==> config.mk <==
export PLATFORM = sky130hd
export DESIGN_NAME = iot_sequencer
export DESIGN_NICKNAME = d
export VERILOG_FILES = /design/src/rtl/iot_sequencer.sv
export SDC_FILE = /design/constraint.sdc
export NUM_CORES = 1
export LEC_CHECK = 0
export CORE_MARGIN = 3
export CORE_UTILIZATION = 34
export DETAILED_ROUTE_END_ITERATION = 16
export PLACE_DENSITY_LB_ADDON = 0.05
export SLEW_MARGIN = 20
export SYNTH_ARGS = -nofsm -noshare
export SYNTH_HDL_FRONTEND = slang
export SYNTH_SLANG_ARGS = --single-unit
==> constraint.sdc <==
create_clock -name clk -period 6.64 [get_ports clk]
set_clock_uncertainty 0.1 [all_clocks]
set_input_delay 1.66 -clock clk [delete_from_list [all_inputs] [get_ports clk]]
set_output_delay 1.66 -clock clk [all_outputs]
set_load 0.05 [all_outputs]
==> src/rtl/iot_sequencer.sv <==
// Sequences one PDP-8 IOT instruction onto the IOT distributor: address setup,
// skip sampling, timed IOP2/IOP4 pulses, and a one-cycle done back to the CPU.
module iot_sequencer #(
  parameter int PULSE_W = 1,
  parameter int GAP     = 1
) (
  input  logic        clk,
  input  logic        reset,
  input  logic        start,
  input  logic [11:0] instr,
  input  logic [7:0]  ac_in,
  input  logic        skip_flag,
  input  logic        clearacc,
  input  logic [7:0]  datain,
  output logic [2:0]  io_address,
  output logic        bit1_cp2,
  output logic        bit2_cp3,
  output logic [7:0]  dataout,
  output logic        busy,
  output logic        done,
  output logic        skip,
  output logic        ac_clear,
  output logic [7:0]  ac_data
);

  typedef enum logic [2:0] {
    S_IDLE, S_SETUP, S_SKIP, S_IOP2, S_GAP2, S_IOP4, S_GAP4, S_DONE
  } state_t;

  localparam logic [7:0] PW_LAST  = 8'(PULSE_W - 1);
  localparam logic [7:0] GAP_LAST = 8'(GAP - 1);

  state_t      r_state;
  logic [11:0] r_instr;
  logic [7:0]  r_cnt;

  state_t      w_next;
  logic [11:0] w_src;
  logic        w_iot;
  logic [2:0]  w_addr;
  logic        w_cnt_zero;
  logic        w_active;

  // First enabled phase after the one just finished; disabled phases cost no cycles.
  function automatic state_t next_phase(input state_t finished, input logic [2:0] iop);
    if (finished == S_SETUP && iop[0])
      return S_SKIP;
    else if ((finished == S_SETUP || finished == S_SKIP) && iop[1])
      return S_IOP2;
    else if (finished != S_IOP4 && iop[2])
      return S_IOP4;
    else
      return S_DONE;
  endfunction

  // In IDLE the live instruction decides the first move; afterwards the latched copy does.
  assign w_src      = (r_state == S_IDLE) ? instr : r_instr;
  assign w_iot      = (w_src[11:9] == 3'b110);
  assign w_addr     = (w_src[8:6] == 3'b000) ? w_src[5:3] : 3'b000;
  assign w_cnt_zero = (r_cnt == 8'd0);
  assign w_active   = w_iot && (w_next != S_IDLE);

  always_comb begin
    w_next = r_state;
    case (r_state)
      S_IDLE:  if (start) w_next = w_iot ? S_SETUP : S_DONE;
      S_SETUP: w_next = next_phase(S_SETUP, w_src[2:0]);
      S_SKIP:  w_next = next_phase(S_SKIP, w_src[2:0]);
      S_IOP2:  if (w_cnt_zero) w_next = (GAP == 0) ? next_phase(S_IOP2, w_src[2:0]) : S_GAP2;
      S_GAP2:  if (w_cnt_zero) w_next = next_phase(S_IOP2, w_src[2:0]);
      S_IOP4:  if (w_cnt_zero) w_next = (GAP == 0) ? S_DONE : S_GAP4;
      S_GAP4:  if (w_cnt_zero) w_next = S_DONE;
      S_DONE:  w_next = S_IDLE;
      default: w_next = S_IDLE;
    endcase
  end

  // Outputs are registered from the next state so they line up with it cycle for cycle.
  always_ff @(posedge clk) begin
    if (reset) begin
      r_state    <= S_IDLE;
      r_instr    <= '0;
      r_cnt      <= '0;
      io_address <= '0;
      bit1_cp2   <= 1'b0;
      bit2_cp3   <= 1'b0;
      dataout    <= '0;
      busy       <= 1'b0;
      done       <= 1'b0;
      skip       <= 1'b0;
      ac_clear   <= 1'b0;
      ac_data    <= '0;
    end else begin
      r_state    <= w_next;
      io_address <= w_active ? w_addr : 3'b000;
      busy       <= w_active;
      bit1_cp2   <= (w_next == S_IOP2);
      bit2_cp3   <= (w_next == S_IOP4);
      done       <= (w_next == S_DONE);

      if (r_state == S_IDLE && start) begin
        r_instr  <= instr;
        dataout  <= ac_in;
        skip     <= 1'b0;
        ac_clear <= 1'b0;
        ac_data  <= '0;
      end
      if (r_state == S_SKIP)
        skip <= skip_flag;
      if (r_state == S_IOP2 && w_cnt_zero) begin
        ac_clear <= clearacc;
        ac_data  <= datain;
      end

      if (w_next != r_state) begin
        case (w_next)
          S_IOP2, S_IOP4: r_cnt <= PW_LAST;
          S_GAP2, S_GAP4: r_cnt <= GAP_LAST;
          default:        r_cnt <= 8'd0;
        endcase
      end else if (!w_cnt_zero) begin
        r_cnt <= r_cnt - 8'd1;
      end
    end
  end

endmodule

==> flow_summary.toml, run 1 <==
[detailed_routing]
wl_per_cell_um = 13.6
avgViaCountPerCell = 5.05
drc_errors = 0
vias = 1914
finalWirelength_um = 5140
drtIter0Drc = 111
ant_nets = 0
dr.pass1.iters = 4

[cts]
cts.repair.resized = 0
postCtsSetupRepairBufs = 0
clock-sinks = 48
clockRootBuffer = "clkbuf_8"
cts_hold_buf = 0
clkTransAtPathRegs_ns = 0.08
clk_latency_ns = 0.30
clockBufferDepth = 2
cts_tree = "yes"
cts_inserted_buffers = 5
htree_num_levels = 2

[status]
status = "complete, no violations"

[grt]
met3_usage_pct = 4.12
use_met2_pct = 23.1
overflow = 0
grt_busiest_layer = "met2"
gr-usage-all-layers_pct = 14.9
use_met1_pct = 20.2
grt_pass1_wl_um = 8660
antenna_found_initial = 0
grt_pass1_vias = 1894
grt_max_degree = 30

[die]
die_area_sq_um = 7190
coreArea_sq_um = 5960
dieWidth_um = 84.8
die_h_um = 84.8
rows = 28
start_util_pct = 35.4
boundaryPins = 58

[placement]
place_hpwl_um = 3490
gp_congestion = 0.796
pre_cts_slack_ns = 2.15
io_buffers = 57

[hold_path]
min_path_type = "reg2reg"
hp-start = "r_instr[8]"

[logic_synthesis]
netlist-cell-type-count = 42
ys_warn_count = 0
avgSynthCellArea_sq_um = 8.34
netlist_area_sq_um = 2110
synth_seq_cells = 48
synth_cells = 253
async_flop_share_pct = 0
syn-num-nets = 287
ys_seq_area_share_pct = 45.6
synth_edf_count = 0
yosysTopAreaCell = "dfxtp_1"
synthFlopType = "dfxtp_1"
synth_top_area_share_pct = 45.6
synth_area_leaders = "dfxtp_1, nand2_1, a21oi_1"

[power]
powerDensity_nw_per_um2 = 289
clockPowerShare_pct = 25.2
switching_power_uw = 293
p_seq_share_pct = 42.9
peakVddDrop_v = 0.000169
p_leak_nw = 0.973
power.internal_uw = 529
p_sw_share_pct = 35.6
p_comb_share_pct = 31.9

[critical_path]
path_buf_inv = 2
crit_slowest_cell = "nor4_2"
worstSetupStartpointType = "input port"
reg2reg_from = "r_cnt[0]"
path_class = "in2reg"
cp-endpoint = "bit2_cp3"
cp_top_family = "simple AND/OR/NAND/NOR gates"
critPathRequiredTime_ns = 6.75
end_kind = "flip-flop"
reg2reg_to = "io_address[2]"
r2r_setup_slack_ns = 3.79
cp_max_fo = 21
critPathMaxStageDelay_ns = 0.67
r2r_cells = 6
startpoint = "start"
path_depth = 6
path_cells = "clkdlybuf4s50_1 -> nor4b_2 -> buf_4 -> a211o_1 -> nor4_2 -> nor4b_1"
worstPathArrival_ns = 3.89

[timing]
worst_pin_slew_ns = 1.08
timing.fmax_mhz = 265
setup-tns-final_ns = 0
fin_crit_sh_pct = 56.9
post-route-min-period_ns = 3.78
rsz0062_at_grt = "false"
setup_violations = 0
hold_viol_final = 0
fin_ws_ns = 2.86
slew_headroom_pct = 27.4
maxSlewViolCount = 0

[finish]
antenna_cells = 0
drive_above_1_share_pct = 5.92
fin_util_pct = 47.7
area_delta_synth_final_pct = 34.6
nets = 337

[run]
maxCapViolCount = 0
==> synth_stat cells, types with 3 or more instances <==
library cell,count
a211oi_1,3
a21oi_1,31
a311oi_1,4
buf_1,3
clkbuf_1,10
dfxtp_1,48
inv_1,4
mux2i_1,6
nand2_1,58
nand2b_1,3
nand3_1,9
nand3b_1,3
nor2_1,11
nor3_1,6
nor4_1,12
nor4b_1,4
o21ai_0,5
xnor2_1,4
==> worst register-to-register path, cell delays in order (launching register included) <==
cell      delay, ns
dfxtp_1        0.35
inv_1          0.06
ha_1           0.21
nor4b_1        0.52
nand2_1        0.31
a211oi_1       0.94
a311oi_1       0.21
==> cells by family after synthesis <==
family,count (synthesis),share of synthesized area [%]
flip-flops,48,45.6
XOR/XNOR,5,2.08
AO/OA/AOI/OAI,54,16.3
adder cells (fa/ha/maj),1,0.593
AND/OR/NAND/NOR,119,28.6
multiplexers,6,2.85
buffers and inverters,20,4.03
==> worst min-delay path by stage <==
stage,end,slack [ns],cells after the start
floorplan,r_instr[8],0.33,2
global placement,r_instr[6],0.34,2
detailed placement,r_instr[7],0.35,2
CTS,r_instr[3],0.36,2
global route,r_instr[10],0.38,2
finish,r_instr[8],0.36,2
==> metal layers <==
metal | up-vias | part of all wire [%]
li1 | 998 | -
met1 | 869 | 51
met2 | 42 | 43
met3 | 5 | 4.9
met4 | 0 | 1.1
met5 | - | 0
==> layout by cell type, fill, tap and decap left out, types with 2 or more instances in the layout <==
cell type / count
nand3_1: 9
a21oi_1: 31
nand2_1: 58
nand3b_1: 3
nand2b_1: 3
inv_1: 4
buf_4: 2
a2111oi_0: 2
o21ai_0: 5
xnor2_1: 4
dfxtp_1: 48
clkbuf_8: 5
nor4b_1: 3
a311oi_1: 4
clkdlybuf4s50_1: 57
mux2i_1: 6
nor2_1: 11
a211o_1: 2
a211oi_1: 3
nor3_1: 6
nor4bb_1: 2
nor4_1: 11
or3_1: 2
==> per-stage QoR <==
stage               hold slack, ns  total power, mW  cell area, sq um  std cells
global placement             0.339            0.620              2730        371
global route                 0.376            0.866              2840        379
detailed placement           0.347            0.621              2730        371
finish                       0.356            0.821              2840        379
floorplan                    0.331            0.535              2110        253
CTS                          0.361            0.828              2830        379
==> layout make-up <==
cell class              count  area, sq um
well taps                  75         93.8
multi-input cells         185         1080
flip-flops and latches     48          961
clock inverters             2         35.0
fillers                   608         3120
inverters                   4         15.0
repair buffers             59          586
clock buffers               6         72.6
==> registers in the layout, indices dropped and copies added, names as in the netlist <==
name	cells
busy	1
r_cnt	8
ac_data	8
done	1
bit1_cp2	1
bit2_cp3	1
r_state	3
skip	1
dataout	8
ac_clear	1
io_address	3
r_instr	12
==> power by group through the flow <==
stage	clock (mW)	sequential, mW	combinational [mW]
4_1_cts	0.213	0.352	0.263
6_report	0.207	0.352	0.262
2_1_floorplan	0	0.384	0.151
3_5_place_dp	0	0.359	0.262
5_1_grt	0.223	0.359	0.284
3_3_place_gp	0	0.360	0.260
No activity file was read; power rests on OpenSTA's default activity.
==> run 2, diff against run 1 <==
==> constraint.sdc (replaced) <==
create_clock -name clk -period 3.2 [get_ports clk]
set_clock_uncertainty 0.1 [all_clocks]
set_input_delay 0.8 -clock clk [delete_from_list [all_inputs] [get_ports clk]]
set_output_delay 0.8 -clock clk [all_outputs]
set_load 0.05 [all_outputs]
==> flow_summary.toml, run 2 (synthesis gave the netlist of run 1 again) <==
[detailed_routing]
avgViaCountPerCell = 5.04
wl_per_cell_um = 13.6
finalWirelength_um = 5270
vias = 1949
drtIter0Drc = 110
ant_nets = 0
drc_errors = 0
dr.pass1.iters = 4

[die]
die_area_sq_um = 7190
die_h_um = 84.8
coreArea_sq_um = 5960
rows = 28
boundaryPins = 58
dieWidth_um = 84.8
start_util_pct = 35.4

[finish]
regMostFlops = "r_instr"
n_fill_cell = 614
layout_common_cells = "nand2_1, clkdlybuf4s50_1, dfxtp_1"
instances_no_fill = 387
multi_input_area_sq_um = 1070
mostFrequentLayoutCell = "nand2_1"
nets = 345
drive_above_1_share_pct = 8.01
antenna_cells = 0
largest_reg_flops = 12
seq_area_sq_um = 961
area_delta_synth_final_pct = 37.1

[hold_path]
hp-start = "r_instr[6]"
hold_end = "r_instr[6]"
hold_depth = 2
min_path_type = "reg2reg"

[timing]
worst_pin_slew_ns = 0.739
maxSlewViolCount = 0
whs_ns = 0.354
setup_violations = 0
setup-tns-final_ns = 0
slew_headroom_pct = 50.8
timing.fmax_mhz = 387
rsz0062_at_grt = "false"
post-route-min-period_ns = 2.58
fin_crit_sh_pct = 80.7
hold_viol_final = 0

[critical_path]
path_class = "reg2reg"
reg2reg_to = "r_cnt[6]"
critPathRequiredTime_ns = 3.25
worstSetupStartpointType = "flip-flop"
worstPathArrival_ns = 2.63
reg2reg_from = "r_cnt[0]"
r2r_setup_slack_ns = 0.62
cp_max_fo = 11
end_kind = "flip-flop"
r2r_cells = 6

[placement]
io_buffers = 57
place_hpwl_um = 3590
gp_congestion = 0.748
placed_cells = 379

[cts]
clockRootBuffer = "clkbuf_8"
clk_latency_ns = 0.30
clockBufferDepth = 2
cts.repair.resized = 0
htree_num_levels = 2
clkTransAtPathRegs_ns = 0.09
cts_tree = "yes"
clock-sinks = 48
cts_inserted_buffers = 5
cts_hold_buf = 0
postCtsSetupRepairBufs = 0

[power]
peakVddDrop_v = 0.000464
p_leak_nw = 1.01
power_mw = 1.74
powerDensity_nw_per_um2 = 603

[status]
status = "complete, no violations"

[grt]
antenna_found_initial = 0
grt_max_degree = 21
gr-usage-all-layers_pct = 15.5
grt_pass1_vias = 1868
grt_pass1_wl_um = 9000
overflow = 0

[run]
maxCapViolCount = 0
-- run 2: cell types whose count changed in the layout (fill, tap and decap cells not counted), sizes merged --
cell,previous run,this run
buf,2,10
-- run 2: power breakdown --
group | switching, mW | total [mW] | internal [mW]
clock | 0.199 | 0.431 | 0.232
sequential | 0.0568 | 0.712 | 0.655
combinational | 0.362 | 0.602 | 0.240
-- run 2: worst max-delay path, stage by stage, from the launching register on --
cell       delay [ns]
dfxtp_1          0.34
inv_1            0.06
ha_1             0.20
or4b_4           0.52
or3_4            0.50
a311oi_2         0.57
a2111oi_0        0.14
-- run 2: cell type report --
type	instances	area share (%)
Multi-Input combinational cell	185	37.0
Sequential cell	48	33.2
Timing Repair Buffer	67	22.3
Tap cell	75	3.24
Clock buffer	6	2.51
Clock inverter	2	1.21
Inverter	4	0.519
-- run 2: per-layer routing --
layer | global-route usage (%) | up-vias | share of wire [%]
met3 | 4.02 | 4 | 4.4
met2 | 23.0 | 44 | 43
met4 | 4.75 | 0 | 1.0
li1 | - | 1015 | -
met5 | 0 | - | 0
met1 | 22.2 | 886 | 51
-- run 2: metrics by stage --
stage | setup WS [ns] | instance area, sq um | utilization [%]
floorplan | 0.746 | 2110 | -
global placement | 0.548 | 2790 | 46.8
detailed placement | 0.469 | 2790 | 46.8
CTS | 0.592 | 2890 | 48.6
global route | 0.422 | 2890 | 48.6
finish | 0.619 | 2890 | 48.6
-- run 2: worst max-delay path by stage --
stage	from	end	slack (ns)	depth (start not counted)
finish	r_cnt[0]	r_cnt[6]	0.62	6
CTS	r_cnt[0]	r_cnt[6]	0.59	6
floorplan	instr[9]	bit2_cp3	0.75	4
detailed placement	instr[9]	bit2_cp3	0.47	6
global placement	instr[9]	bit2_cp3	0.55	6
global route	r_cnt[1]	bit1_cp2	0.42	7
